<file path="src/rtl/aes_pkg.sv">
// Shared types and default sizing for the AES CTR counter increment generator.
package aes_pkg;

    localparam int unsigned CtrWidthDefault  = 128;
    localparam int unsigned SliceSizeDefault = 16;
    localparam int unsigned PartWidthDefault = 32;

    // Sparse encodings, pairwise Hamming distance >= 3 so a single upset cannot reach a legal state.
    typedef enum logic [5:0] {
        CTR_IDLE  = 6'b001110,
        CTR_INCR  = 6'b110101,
        CTR_ERROR = 6'b100011
    } aes_ctr_gen_e;

endpackage

</file>
<file path="src/rtl/aes_ctr_slice_add.sv">
// One slice of a wide counter add: slice + (step or carry), with carry out.
module aes_ctr_slice_add #(
    parameter int unsigned SliceSize = 16
) (
    input  logic [SliceSize-1:0] slice_i,
    input  logic [SliceSize-1:0] step_i,
    input  logic                 carry_i,
    input  logic                 sel_step_i,
    output logic [SliceSize-1:0] sum_o,
    output logic                 carry_o
);

    logic [SliceSize-1:0] addend;
    logic [SliceSize:0]   sum;

    always_comb begin
        addend = sel_step_i ? step_i : {{(SliceSize-1){1'b0}}, carry_i};
        sum    = {1'b0, slice_i} + {1'b0, addend};
        sum_o  = sum[SliceSize-1:0];
        carry_o = sum[SliceSize];
    end

endmodule

</file>
<file path="src/rtl/aes_ctr_incr_gen.sv">
// Slice-serial CTR counter incrementer with programmable step and inc32-style partial mode.
// Macro AES_CTR_EARLY_EXIT_EN: stop once carry dies out; latency then depends on data (not constant-time).
module aes_ctr_incr_gen
    import aes_pkg::*;
#(
    parameter int unsigned CtrWidth  = CtrWidthDefault,
    parameter int unsigned SliceSize = SliceSizeDefault,
    parameter int unsigned PartWidth = PartWidthDefault,
    localparam int unsigned NumSlices = CtrWidth / SliceSize,
    localparam int unsigned IdxWidth  = (NumSlices > 1) ? $clog2(NumSlices) : 1
) (
    input  logic                 clk_i,
    input  logic                 rst_ni,
    input  logic                 incr_i,
    input  logic                 mode_part_i,
    input  logic [SliceSize-1:0] step_i,
    output logic                 ready_o,
    output logic                 done_o,
    output logic                 wrap_o,
    input  logic                 incr_err_i,
    input  logic                 mr_err_i,
    output logic                 alert_o,
    output logic [IdxWidth-1:0]  ctr_slice_idx_o,
    input  logic [SliceSize-1:0] ctr_slice_i,
    output logic [SliceSize-1:0] ctr_slice_o,
    output logic                 ctr_we_o
);

    localparam logic [IdxWidth-1:0] LastFull = IdxWidth'(NumSlices - 1);
    localparam logic [IdxWidth-1:0] LastPart = IdxWidth'(PartWidth / SliceSize - 1);

    aes_ctr_gen_e         state_q, state_d;
    logic [IdxWidth-1:0]  idx_q, idx_d;
    logic                 carry_q, carry_d;
    logic [SliceSize-1:0] step_q, step_d;
    logic                 mode_q, mode_d;

    logic [SliceSize-1:0] sum;
    logic                 sum_carry;
    logic [IdxWidth-1:0]  last_idx;
    logic                 early_exit;

    aes_ctr_slice_add #(
        .SliceSize(SliceSize)
    ) u_slice_add (
        .slice_i   (ctr_slice_i),
        .step_i    (step_q),
        .carry_i   (carry_q),
        .sel_step_i(idx_q == '0),
        .sum_o     (sum),
        .carry_o   (sum_carry)
    );

    assign last_idx = mode_q ? LastPart : LastFull;

`ifdef AES_CTR_EARLY_EXIT_EN
    assign early_exit = (idx_q != '0) && !carry_q;
`else
    assign early_exit = 1'b0;
`endif

    always_comb begin
        state_d     = state_q;
        idx_d       = idx_q;
        carry_d     = carry_q;
        step_d      = step_q;
        mode_d      = mode_q;
        ready_o     = 1'b0;
        done_o      = 1'b0;
        wrap_o      = 1'b0;
        alert_o     = 1'b0;
        ctr_we_o    = 1'b0;
        ctr_slice_o = sum;

        case (state_q)
            CTR_IDLE: begin
                ready_o = 1'b1;
                if (incr_i) begin
                    step_d  = step_i;
                    mode_d  = mode_part_i;
                    idx_d   = '0;
                    carry_d = 1'b0;
                    state_d = CTR_INCR;
                end
            end
            CTR_INCR: begin
                if (early_exit) begin
                    done_o  = 1'b1;
                    idx_d   = '0;
                    state_d = CTR_IDLE;
                end else begin
                    ctr_we_o = 1'b1;
                    carry_d  = sum_carry;
                    idx_d    = idx_q + IdxWidth'(1);
                    if (idx_q == last_idx) begin
                        done_o  = 1'b1;
                        wrap_o  = sum_carry;
                        idx_d   = '0;
                        state_d = CTR_IDLE;
                    end
                end
            end
            CTR_ERROR: begin
                alert_o = 1'b1;
            end
            default: begin
                alert_o = 1'b1;
                state_d = CTR_ERROR;
            end
        endcase

        // Integrity errors override any transition, but this cycle's write still follows state_q.
        if (incr_err_i || mr_err_i) begin
            state_d = CTR_ERROR;
        end
    end

    assign ctr_slice_idx_o = idx_q;

    always_ff @(posedge clk_i) begin
        if (!rst_ni) begin
            state_q <= CTR_IDLE;
            idx_q   <= '0;
            carry_q <= 1'b0;
            step_q  <= '0;
            mode_q  <= 1'b0;
        end else begin
            state_q <= state_d;
            idx_q   <= idx_d;
            carry_q <= carry_d;
            step_q  <= step_d;
            mode_q  <= mode_d;
        end
    end

`ifndef SYNTHESIS
    a_alert_legal : assert property (@(posedge clk_i) disable iff (!rst_ni)
        !alert_o |-> (state_q == CTR_IDLE || state_q == CTR_INCR));
    a_we_incr : assert property (@(posedge clk_i) disable iff (!rst_ni)
        ctr_we_o |-> (state_q == CTR_INCR));
`endif

endmodule

</file>
<file path="config.mk">
export PLATFORM = sky130hd
export DESIGN_NAME = aes_ctr_incr_gen
export DESIGN_NICKNAME = d
export VERILOG_FILES = /design/src/rtl/aes_pkg.sv /design/src/rtl/aes_ctr_slice_add.sv /design/src/rtl/aes_ctr_incr_gen.sv
export SDC_FILE = /design/constraint.sdc
export NUM_CORES = 1
export LEC_CHECK = 0
export CORE_ASPECT_RATIO = 1.4
export CORE_UTILIZATION = 42
export DETAILED_ROUTE_END_ITERATION = 7
export PLACE_DENSITY = 0.76
export SETUP_SLACK_MARGIN = 0.02
export SLEW_MARGIN = 20
export SYNTH_ARGS = -nofsm -noshare
export SYNTH_HDL_FRONTEND = slang
export SYNTH_HIERARCHICAL = 1
export SYNTH_SLANG_ARGS = --single-unit
</file>
<file path="constraint.sdc">
create_clock -name clk_i -period 3.5 [get_ports clk_i]
set_input_delay 0.875 -clock clk_i [delete_from_list [all_inputs] [get_ports clk_i]]
set_output_delay 0.875 -clock clk_i [all_outputs]
set_load 0.1 [all_outputs]
</file>
Word level (Yosys, flattened, before mapping)
Index checks and enable logic that the tools add are counted.
{"block": "totals", "regBits": 27, "input_bits": 38}
{"block": "classes", "bitwise": 2, "n_reduce_logical": 9, "n_mux": 18, "n_addsub": 2, "n_eq_ne": 9}
{"operator": "$mux W6", "count": 3}
{"operator": "$pmux W6 S3", "count": 1}
{"operator": "$add A16 B16 Y17", "count": 1}
{"operator": "$mux W16", "count": 1}
{"operator": "$eq A6 B6 Y1 const B", "count": 2}
{"operator": "$mux W3", "count": 3}
{"operator": "$mux W1", "count": 8}
{"operator": "$eq A6 B4 Y1 const B", "count": 1}
{"operator": "$ne A2 B2 Y1 const B", "count": 3}
{"operator": "$ne A3 B3 Y1 const B", "count": 2}
{"operator": "$pmux W3 S2", "count": 1}
{"operator": "$reduce_and A3 Y1", "count": 2}
{"operator": "$reduce_and A2 Y1", "count": 2}
{"operator": "$reduce_or A2 Y1", "count": 2}
{"operator": "$add A3 B1 Y3 const B", "count": 1}
{"operator": "$eq A3 B3 Y1", "count": 1}
{"operator": "$logic_not A3 Y1", "count": 1}
{"operator": "$not A1 Y1", "count": 2}
{"operator": "$pmux W1 S2", "count": 1}
{"operator": "$reduce_bool A2 Y1", "count": 1}
{"operator": "$logic_or A1 B1 Y1", "count": 1}

Logic depth before layout (Yosys ltp)
Gate-level depths: netlist of run 1.
{"block": "logic_depth", "ltp_word": 5, "mapped_depth": 14, "mapped_depth_nobuf": 13}

Cells and area by module
Netlist of run 1, hierarchy kept.
{"mod": "aes_ctr_incr_gen", "seq_area_each_um2": 520.5, "area_per_inst_um2": 1111.1, "cells_per_inst": 131, "instances": 1}
{"mod": "aes_ctr_slice_add", "seq_area_each_um2": 0.0, "area_per_inst_um2": 848.3, "cells_per_inst": 119, "instances": 1}

Least setup slack after synthesis of run 1
OpenSTA, ideal clock, no wires.
{"block": "synth_path", "path_type": "reg-to-output", "from": "register idx_q[0], in the netlist ctr_slice_idx_o[0]", "to": "output port ctr_slice_o[10]", "path_stages_with_launch": 12, "path_slack_ns": -1.987, "path_buffers": 0, "required_time_ns": 2.625, "t_arrival_ns": 4.612, "path_cell_list": "dfxtp_1 > inv_1 > ha_1 > nor2b_1 > mux2_2 > ha_1 > fa_1 > a21o_1 > a311o_1 > nand3b_1 > a31oi_1 > xor2_1"}
{"block": "synth_between", "elab_chain_cells": 3}
{"element": "start, declared", "line_no": "aes_ctr_incr_gen.sv:33", "rtl": "logic [IdxWidth-1:0] idx_q, idx_d;"}
{"element": "start signal, assigned", "line_no": "aes_ctr_incr_gen.sv:129", "rtl": "idx_q <= idx_d;"}
{"element": "$logic_not A3 Y1", "line_no": "aes_ctr_incr_gen.sv:49", "rtl": ".sel_step_i(idx_q == '0),"}
{"element": "$mux W16", "line_no": "aes_ctr_slice_add.sv:17", "rtl": "addend = sel_step_i ? step_i : {{(SliceSize-1){1'b0}}, carry_i};"}
{"element": "$add A16 B16 Y17", "line_no": "aes_ctr_slice_add.sv:18", "rtl": "sum = {1'b0, slice_i} + {1'b0, addend};"}
{"element": "end, declared", "line_no": "aes_ctr_incr_gen.sv:25", "rtl": "output logic [SliceSize-1:0] ctr_slice_o,"}
Every way passes these cells.

Worst setup path in the final report of run 1
{"block": "layout_path", "from": "register idx_q[1], in the netlist ctr_slice_idx_o[1]", "to": "output port ctr_slice_o[12]"}
The elaborated chain is that of the path after synthesis.

==> results.py, run 1 <==
metrics = {
    "status": {
        "status": "finished, violations left",
        "failed_checks": "negative setup slack",
    },
    "finish": {
        "seq_area_um2": 529,
        "syn_to_final_growth_pct": 104,
        "final_cell_area_mm2": 0.00400,
        "multi_input_area_mm2": 0.00208,
        "final_common_cell": "buf_4",
        "final_cell_mix": "buf_4, nand2_1, clkdlybuf4s50_1",
        "drive_gt1_share_pct": 46.0,
        "final_cells": 427,
        "antennaDiodeCount": 0,
        "num-fill-cells": 199,
        "fin_nets": 423,
    },
    "place": {
        "dp_cells": 410,
        "place_congestion": 0.878,
        "place_ws_ns": -0.650,
        "dp_hpwl_mm": 4.65,
        "dpl_cell_area_mm2": 0.00346,
        "io_buffers": 61,
    },
    "power_and_ir_drop": {
        "netSwitchingPower_w": 0.000395,
        "p_per_area_mw_per_mm2": 260,
        "p_seq_share_pct": 29.5,
        "worst_ir_drop_vdd_mv": 0.283,
        "clkPwrFrac_pct": 21.7,
        "swShare_pct": 38.1,
        "combinationalPowerShare_pct": 48.7,
        "p_int_w": 0.000643,
        "p_leak_nw": 1.67,
    },
    "flow_run": {
        "maxCapViolCount": 0,
    },
    "clock_network": {
        "insertion_delay_ns": 0.28,
        "hold_buffers": 0,
        "cts.sinks": 26,
        "clkTransAtPathRegs_ns": 0.09,
        "cts-buffers-inserted": 3,
        "htree_levels": 1,
        "cts_tree": "done",
        "cts_root_buf": "clkbuf_8",
        "clk_path_buf_depth": 2,
    },
    "sta": {
        "fin_crit_sh_pct": 117,
        "period_needed_ns": 4.09,
        "setup_viol": 12,
        "worst_pin_slew_ns": 0.750,
        "hold_viol": 0,
        "rsz0062_at_grt": "yes",
        "slew_viol_final": 0,
        "fin_ws_ns": -0.590,
        "finClkSkew_ns": 0.00799,
        "clock.fmax_mhz": 244,
        "relSlewSlack_pct": 49.9,
        "hold_ws_ns": 0.465,
    },
    "worst_setup_path": {
        "path_class": "reg2out",
        "crit_required_ns": 2.62,
        "slowest_delay_ns": 0.35,
        "crit_chain": "inv_2 > ha_4 > nor2b_4 > mux2_4 > ha_4 > fa_2 > a21o_1 > a311o_1 > a21o_1 > a21oi_4 > buf_4 > xnor2_4 > buf_12",
        "r2r_setup_slack_ns": 0.60,
        "crit_slowest_cell": "dfxtp_4",
        "cp_max_fo": 2,
        "reg2reg_depth": 14,
        "critical_path_arrival_ns": 3.21,
        "startpoint_type": "register",
        "regToRegStartpoint": "ctr_slice_idx_o[1]$_SDFFE_PN0P_",
        "end_kind": "output pin",
        "r2r-end": "carry_q$_SDFFE_PN0P_",
    },
    "min_path": {
        "hold_path_startpoint": "step_q[5]$_SDFFE_PN0P_",
        "whs_endpoint": "step_q[5]$_SDFFE_PN0P_",
        "hp-class": "reg2reg",
        "worstHoldPathCells": 2,
    },
    "grt": {
        "grt_overflow": 0,
        "antenna_found_initial": 0,
        "track_usage_pct": 29.4,
        "first_global_vias": 2422,
        "grt_max_degree": 21,
        "grt_pass1_wl_mm": 11.1,
    },
    "drt": {
        "drt-met1-wl_mm": 3.25,
        "met2_length_mm": 4.60,
        "drc": 0,
        "wl_met3_um": 378,
        "wl_per_cell_um": 20.4,
        "ant_nets": 0,
        "wirelength_mm": 8.71,
        "drt-pass1-iter-count": 4,
        "viasPerCell": 5.78,
        "drt_iter0_drc": 111,
        "vias": 2467,
        "top_layer_used": "met4",
    },
    "yosys": {
        "ys_seq_area_share_pct": 26.6,
        "synth_cells": 250,
        "synthArstFlopShare_pct": 0,
        "syn_area_mm2": 0.00196,
        "synthXorXnorAreaFrac_pct": 6.26,
        "synthAdderAreaFrac_pct": 12.5,
        "yosys_warnings": 6,
        "synth_top_family_by_area": "simple AND/OR/NAND/NOR gates",
        "synthSimpleGateAreaFrac_pct": 26.7,
        "synth-edff-count": 0,
        "syn_nets": 307,
        "syn_area_per_cell_um2": 7.84,
        "synth_ff_type": "dfxtp_1",
        "yosys-mux-area-fraction_pct": 0.575,
        "ys_ff_latch": 26,
        "synth.distinct_cells": 45,
        "synth_compound_area_share_pct": 23.5,
    },
    "die": {
        "die_area_mm2": 0.00495,
        "initial_core_util_pct": 43.5,
        "pin_count": 62,
        "die_h_um": 82.8,
        "die_w_um": 59.7,
        "core_area_mm2": 0.00450,
        "std_cell_rows": 29,
    },
}
[worst max-delay path: cells and delay by family (launching register included)]
family	cells	cell delay [ns]
AO/OA/AOI/OAI	4	0.90
buffers and inverters	3	0.42
multiplexers	1	0.33
flip-flops	1	0.35
XOR/XNOR	1	0.14
adder cells (fa/ha/maj)	3	0.64
AND/OR/NAND/NOR	1	0.15
[power groups by stage]
stage	Combinational, W	Clock [W]	Sequential, W
after CTS	0.000474	0.000225	0.000306
after global placement	0.000437	0	0.000312
final	0.000506	0.000226	0.000307
after detailed placement	0.000443	0	0.000313
after floorplan	0.000270	0	0.000311
after global routing	0.000522	0.000239	0.000307
[worst max-delay path by stage]
stage / start / slack, ns / depth (start not counted) / to
3_5_place_dp: ctr_slice_i[0] / -0.65 / 10 / ctr_slice_o[12]
4_1_cts: ctr_slice_idx_o[1]$_SDFFE_PN0P_ / -0.50 / 13 / ctr_slice_o[12]
6_report: ctr_slice_idx_o[1]$_SDFFE_PN0P_ / -0.59 / 13 / ctr_slice_o[12]
2_1_floorplan: ctr_slice_idx_o[0]$_SDFFE_PN0P_ / -0.52 / 11 / ctr_slice_o[10]
3_3_place_gp: ctr_slice_i[0] / -0.62 / 10 / ctr_slice_o[12]
5_1_grt: ctr_slice_idx_o[1]$_SDFFE_PN0P_ / -0.68 / 13 / ctr_slice_o[12]
[Yosys cell counts (3+ instances only)]
master | instances | area (µm²)
a21boi_0 | 10 | 75.1
a21o_1 | 5 | 37.5
a21oi_1 | 24 | 120
and2_1 | 16 | 100
buf_2 | 4 | 20.0
dfxtp_1 | 26 | 521
ha_1 | 18 | 225
inv_1 | 4 | 15.0
nand2_1 | 47 | 176
nand2b_1 | 3 | 18.8
nand3_1 | 11 | 55.1
nor2_1 | 13 | 48.8
o211ai_1 | 3 | 22.5
o21a_1 | 5 | 37.5
o21ai_0 | 5 | 25.0
o21ai_1 | 3 | 15.0
o22ai_1 | 3 | 18.8
o31ai_1 | 3 | 22.5
xnor2_1 | 6 | 52.6
xor2_1 | 8 | 70.1
[repair_timing]
item | in CTS | in global routing
buffers inserted | 12 | 3
gates resized for setup | 62 | 17
setup endpoints to repair | 12 | 14
pin swaps | 29 | 21
hold endpoints to repair | 0 | 0
[flip-flops by register name, indices dropped and copies added, names as in the netlist]
| name | count |
|---|---|
| carry_q | 1 |
| step_q | 16 |
| ctr_slice_idx_o | 3 |
| state_q | 5 |
| mode_q | 1 |
[logic make-up after synthesis]
| family | after synthesis |
|---|---|
| multiplexers | 1 |
| flip-flops | 26 |
| adder cells (fa/ha/maj) | 19 |
| AO/OA/AOI/OAI | 71 |
| AND/OR/NAND/NOR | 105 |
| XOR/XNOR | 14 |
| buffers and inverters | 14 |
[per-stage QoR]
stage	util, %	setup TNS [ns]	power (W)
after floorplan	-	-3.39	0.000581
after global placement	76.8	-4.62	0.000749
after detailed placement	76.8	-5.14	0.000755
after CTS	86.3	-3.57	0.00100
after global routing	88.9	-5.18	0.00107
final	88.9	-4.32	0.00104
[final cells by class]
type | count | area share, %
multi-input combinational | 210 | 52.0
tap | 62 | 1.94
inverter | 6 | 0.626
timing repair buffer | 119 | 30.6
clock buffer | 4 | 1.66
sequential | 26 | 13.2
[layer usage]
layer,track usage (%),up-vias
li1,-,1108
met2,53.4,102
met5,0,-
met3,2.65,39
met4,14.2,0
met1,32.3,1218
(Power assumes the default switching activity.)
==> inputs of run 2 (changes only) <==
--- a/config.mk
+++ b/config.mk
@@ -6,11 +6,11 @@
 export NUM_CORES = 1
 export LEC_CHECK = 0
 export CORE_ASPECT_RATIO = 1.4
-export CORE_UTILIZATION = 42
+export CORE_UTILIZATION = 47
 export DETAILED_ROUTE_END_ITERATION = 7
-export PLACE_DENSITY = 0.76
+export PLACE_DENSITY = 0.81
 export SETUP_SLACK_MARGIN = 0.02
-export SLEW_MARGIN = 20
+export SLEW_MARGIN = 40
 export SYNTH_ARGS = -nofsm -noshare
 export SYNTH_HDL_FRONTEND = slang
 export SYNTH_HIERARCHICAL = 1
==> constraint.sdc (replaced) <==
create_clock -name clk_i -period 4.3 [get_ports clk_i]
set_input_delay 1.075 -clock clk_i [delete_from_list [all_inputs] [get_ports clk_i]]
set_output_delay 1.075 -clock clk_i [all_outputs]
set_load 0.1 [all_outputs]
==> results.py, run 2 (same netlist as run 1, synthesis figures left out) <==
metrics = {
    "status": {
        "status": "completed",
    },
    "clock_network": {
        "cts-buffers-inserted": 3,
        "hold_buffers": 0,
        "cts_tree": "done",
        "clkTransAtPathRegs_ns": 0.09,
        "cts.sinks": 26,
        "cts_root_buf": "clkbuf_8",
        "insertion_delay_ns": 0.26,
        "htree_levels": 1,
        "clk_path_buf_depth": 2,
    },
    "sta": {
        "rsz0062_at_grt": "yes",
        "fin_ws_ns": 0.0224,
        "fin_crit_sh_pct": 99.5,
        "slew_viol_final": 0,
        "finClkSkew_ns": 0.00479,
        "clock.fmax_mhz": 234,
        "tns_ns": 0,
        "worst_pin_slew_ns": 0.786,
        "period_needed_ns": 4.28,
        "setup_viol": 0,
        "hold_viol": 0,
        "relSlewSlack_pct": 47.5,
    },
    "power_and_ir_drop": {
        "p_per_area_mw_per_mm2": 237,
        "p_leak_nw": 1.48,
        "worst_ir_drop_vdd_mv": 0.383,
    },
    "worst_setup_path": {
        "reg2reg_depth": 13,
        "path_class": "in2out",
        "end_kind": "output pin",
        "r2r_setup_slack_ns": 1.43,
        "cp_max_fo": 2,
        "regToRegStartpoint": "ctr_slice_idx_o[0]$_SDFFE_PN0P_",
        "crit_required_ns": 3.22,
        "r2r-end": "carry_q$_SDFFE_PN0P_",
        "critical_path_arrival_ns": 3.20,
        "startpoint_type": "primary input",
    },
    "finish": {
        "drive_gt1_share_pct": 29.3,
        "final_common_cell": "nand2_1",
        "final_cell_area_mm2": 0.00331,
        "final_cells": 378,
        "num-fill-cells": 238,
        "final_cell_mix": "nand2_1, clkdlybuf4s50_1, buf_4",
        "antennaDiodeCount": 0,
        "largest_reg_flops": 16,
        "fin_nets": 393,
        "regMostFlops": "step_q",
        "syn_to_final_growth_pct": 68.7,
    },
    "min_path": {
        "worstHoldPathCells": 2,
        "hold_path_startpoint": "step_q[2]$_SDFFE_PN0P_",
        "whs_endpoint": "step_q[2]$_SDFFE_PN0P_",
        "hp-class": "reg2reg",
    },
    "flow_run": {
        "maxCapViolCount": 0,
    },
    "place": {
        "place_ws_ns": -0.293,
        "place_congestion": 0.796,
        "io_buffers": 61,
        "dpl_cell_area_mm2": 0.00309,
        "dp_hpwl_mm": 4.13,
        "dp_cells": 369,
    },
    "grt": {
        "grt_use_met3_pct": 1.65,
        "first_global_vias": 1982,
        "grt_pass1_wl_mm": 8.65,
        "grt_overflow": 0,
        "track_usage_pct": 23.9,
        "antenna_found_initial": 0,
        "grt_max_degree": 21,
        "grt-busiest-layer": "met2",
        "use_met1_pct": 26.8,
        "met2_usage_pct": 45.4,
    },
    "drt": {
        "wl_per_cell_um": 14.2,
        "drt-pass1-iter-count": 4,
        "vias": 2089,
        "ant_nets": 0,
        "drc": 0,
        "wirelength_mm": 5.38,
        "drt_iter0_drc": 37,
        "viasPerCell": 5.53,
    },
    "die": {
        "pin_count": 62,
        "die_area_mm2": 0.00443,
        "std_cell_rows": 27,
        "initial_core_util_pct": 49.6,
        "die_h_um": 78.4,
        "die_w_um": 56.6,
        "core_area_mm2": 0.00395,
    },
}
-- run 2: metrics by stage --
stage	hold WS (ns)	utilization (%)	power, W
2_1_floorplan	0.427	-	0.000458
6_report	0.451	83.6	0.000783
3_5_place_dp	0.441	78.1	0.000586
3_3_place_gp	0.436	78.6	0.000584
5_1_grt	0.475	83.6	0.000809
4_1_cts	0.454	81.7	0.000784
-- run 2: routing by layer --
| metal | part of all wire (%) | vias up |
|---|---|---|
| met3 | 2.1 | 14 |
| met1 | 41 | 983 |
| met5 | 0 | - |
| met4 | 2.4 | 0 |
| li1 | - | 1045 |
| met2 | 55 | 47 |
-- run 2: worst max-delay path, stage by stage --
cell	delay, ns
clkdlybuf4s15_1	0.20
ha_4	0.18
fa_2	0.34
a21o_1	0.20
a311o_1	0.33
a21o_1	0.20
a21oi_2	0.20
buf_4	0.17
xnor2_4	0.12
buf_12	0.19
-- run 2: worst max path at each step --
| stage | cells past startpoint | end | from | slack (ns) |
|---|---|---|---|---|
| finish | 10 | ctr_slice_o[12] | ctr_slice_i[0] | 0.02 |
| global route | 13 | ctr_slice_o[12] | ctr_slice_idx_o[0]$_SDFFE_PN0P_ | -0.07 |
| CTS | 10 | ctr_slice_o[12] | ctr_slice_i[0] | 0.03 |
| detailed placement | 11 | wrap_o | ctr_slice_i[0] | -0.29 |
| global placement | 11 | wrap_o | ctr_slice_i[0] | -0.26 |
| floorplan | 11 | ctr_slice_o[10] | ctr_slice_idx_o[0]$_SDFFE_PN0P_ | -0.04 |
-- run 2: report_power, final --
part	switching, W	internal, W
Sequential	0.00000383	0.000245
Combinational	0.000197	0.000141
Clock	0.0000715	0.000124
-- run 2: final cells by class --
| class | count | area [µm²] | share of cell area, % |
|---|---|---|---|
| clock inverter | 1 | 30.0 | 0.908 |
| inverter | 6 | 27.5 | 0.833 |
| timing repair buffer | 89 | 953 | 28.8 |
| tap | 43 | 53.8 | 1.63 |
| multi-input combinational | 210 | 1670 | 50.5 |
| sequential | 26 | 529 | 16.0 |
| clock buffer | 3 | 41.3 | 1.25 |
-- run 2: what timing repair did --
| item | in CTS | in global routing |
|---|---|---|
| pin swaps | 7 | 10 |
| buffers inserted | 3 | 2 |
| gates resized for setup | 10 | 16 |
| endpoints found under the hold margin | 0 | 0 |
| setup endpoints to repair | 7 | 5 |
==> RTL edit, RTL diff (config.mk and constraints of run 2) <==
The option `AES_CTR_EARLY_EXIT_EN` is turned on by a define.
--- a/src/rtl/aes_ctr_incr_gen.sv
+++ b/src/rtl/aes_ctr_incr_gen.sv
@@ -1,5 +1,7 @@
 // Slice-serial CTR counter incrementer with programmable step and inc32-style partial mode.
 // Macro AES_CTR_EARLY_EXIT_EN: stop once carry dies out; latency then depends on data (not constant-time).
+`define AES_CTR_EARLY_EXIT_EN
+
 module aes_ctr_incr_gen
     import aes_pkg::*;
 #(
Behaviour: not the same (a bounded check fails within 4 cycles, from zero or initial values and one cycle with rst_ni low).
==> RTL edit against run 2 <==
- the flow now finishes with violations (design-rule violations, negative setup slack)
- power fell by 5.8%
- combinational power rose by 3%
- area after synthesis rose by 3.7%
- maximum frequency fell by 0.60%
- sequential cell count did not move
- setup slack got worse by 26 ps
- worst hold slack improved by 24 ps
- largest power group unchanged
- routed wire length rose by 22%
- cell area rose by 5.0%
==> RTL edit: results (changes against run 2) <==
synthesis:
  syn-num-nets: 293  # was 307
  synth_area_leaders: "dfxtp_1, ha_1, mux2i_1"  # was dfxtp_1, ha_1, nand2_1
  ys_seq_area_frac: 0.256  # was 0.266
  synth.distinct_cells: 55  # was 45
  netlist_top_cells_count: "nor2_1, dfxtp_1, ha_1"  # was nand2_1, dfxtp_1, a21oi_1
  synth_warnings: 6  # unchanged
place:
  place_hpwl_um: 4520  # was 4130 um
  globalplace.congestion: 0.804  # was 0.796
  dp_worst_setup_slack_ps: -308  # was -293 ps
cells_and_area:
  drive_above_1_share: 0.342  # was 0.293
  fillers: 197  # was 238
  nets: 383  # was 393
  diodes: 0  # unchanged
  regMostFlops: "step_q"  # unchanged
critical_path:
  critPathTopFamily: "buffers and inverters"  # was compound AO/OA/AOI/OAI gates
  critical-path-slowest-cell: "clkdlybuf4s50_1"  # was fa_2
  crit_path_max_incr_delay_ps: 420  # was 340 ps
  critPathArrivalTime_ps: 3230  # was 3200 ps
  cp_max_fo: 5  # was 2
timing:
  setup-violations-final: 1  # was 0
  slew-limit-headroom: 0.586  # was 0.475
  fin_tns_setup_ps: -3.52  # was 0 ps
  timing.final.ws_setup_ps: -3.52  # was 22.4 ps
  fin_skew_ps: 2.79  # was 4.79 ps
global_routing:
  antenna_found_initial: 0  # unchanged
  met1_usage: 0.292  # was 0.268
  use_met2: 0.523  # was 0.454
  grt_pass1_wl_um: 9670  # was 8650 um
  grt_max_degree: 21  # unchanged
  overflow: 0  # unchanged
  met3_usage: 0.0146  # was 0.0165
  grt_pass1_vias: 2135  # was 1982
  grtUsageTotal: 0.271  # was 0.239
clocking:
  clk_latency_ps: 270
  cts_htree_levels: 1  # unchanged
  clk_pin_slew_ps: 80
power_and_ir_drop:
  p_leak_nw: 1.49  # was 1.48 nW
  irDropWorstVdd_mv: 0.239  # was 0.383 mV
detailed_routing:
  detail_route.iter0.violations: 106  # was 37
  wl_per_cell_um: 17.7  # was 14.2 um
  via_count: 2128  # was 2089
  drc: 3  # was 0
  drt_first_pass_iters: 6  # was 4
outcome:
  violations: "design-rule violations, negative setup slack"
  status: "complete, but fails checks"  # was finished clean
==> RTL edit: power by group <==
group          internal (W)  switching (W)
clock             0.0000664      0.0000746
combinational      0.000147       0.000203
sequential         0.000244     0.00000329
==> RTL edit: logic make-up after synthesis <==
group,synth area share
AND/OR/NAND/NOR,0.232
AO/OA/AOI/OAI,0.208
flip-flops,0.256
adder cells (fa/ha/maj),0.121
buffers and inverters,0.0388
multiplexers,0.0844
XOR/XNOR,0.0603
==> RTL edit: stage by stage <==
step | cells | power, W | area, sq um | utilization | hold slack (ps)
after detailed placement | 359 | 0.000582 | 3190 | 0.793 | 466
after global placement | 359 | 0.000579 | 3210 | 0.798 | 452
after floorplan | 236 | 0.000453 | 2230 | - | 439
after CTS | 363 | 0.000724 | 3320 | 0.825 | 478
final | 368 | 0.000738 | 3470 | 0.864 | 475
after global routing | 368 | 0.000761 | 3470 | 0.864 | 524
==> RTL edit: timing repair <==
| item | CTS | global route |
|---|---|---|
| resized for setup | 14 | 19 |
| setup endpoints to repair | 6 | 7 |
| pin swaps | 8 | 9 |
| buffers inserted | 0 | 5 |
==> RTL edit: cell type report <==
class | count | share of cell area
multi-input cells | 193 | 0.517
repair buffers | 94 | 0.291
flip-flops and latches | 26 | 0.153
well taps | 43 | 0.0155
clock buffers | 4 | 0.0130
inverters | 8 | 0.0101
==> RTL edit: path summary, 6_finish.rpt <==
check / from / to / slack [ps] / depth (start not counted)
worst max register to register: ctr_slice_idx_o[0] / carry_q / 1250 / 15
worst min-delay path: mode_q / mode_q / 470 / 2
worst min register to register: mode_q / mode_q / 470 / 2
worst max-delay path: ctr_slice_i[7] / ctr_slice_o[12] / -4 / 10
==> RTL edit: worst register-to-register path, cell delays in order, from the launching register on <==
cell and delay [ps]:
dfxtp_4 370, inv_6 70, ha_4 140, nand2b_4 60
inv_2 70, mux2_4 310, ha_4 170, fa_2 340
a21o_1 190, a311o_1 290, a21o_1 230, a21oi_2 210
o31ai_4 110, buf_4 150, a32oi_1 160, nor2_1 60
==> RTL edit: metal layers <==
layer | up-vias | wire (um)
met4 | 0 | 211
met1 | 1026 | 2460
met3 | 19 | 247
li1 | 1013 | -
met2 | 70 | 3610
met5 | - | 0
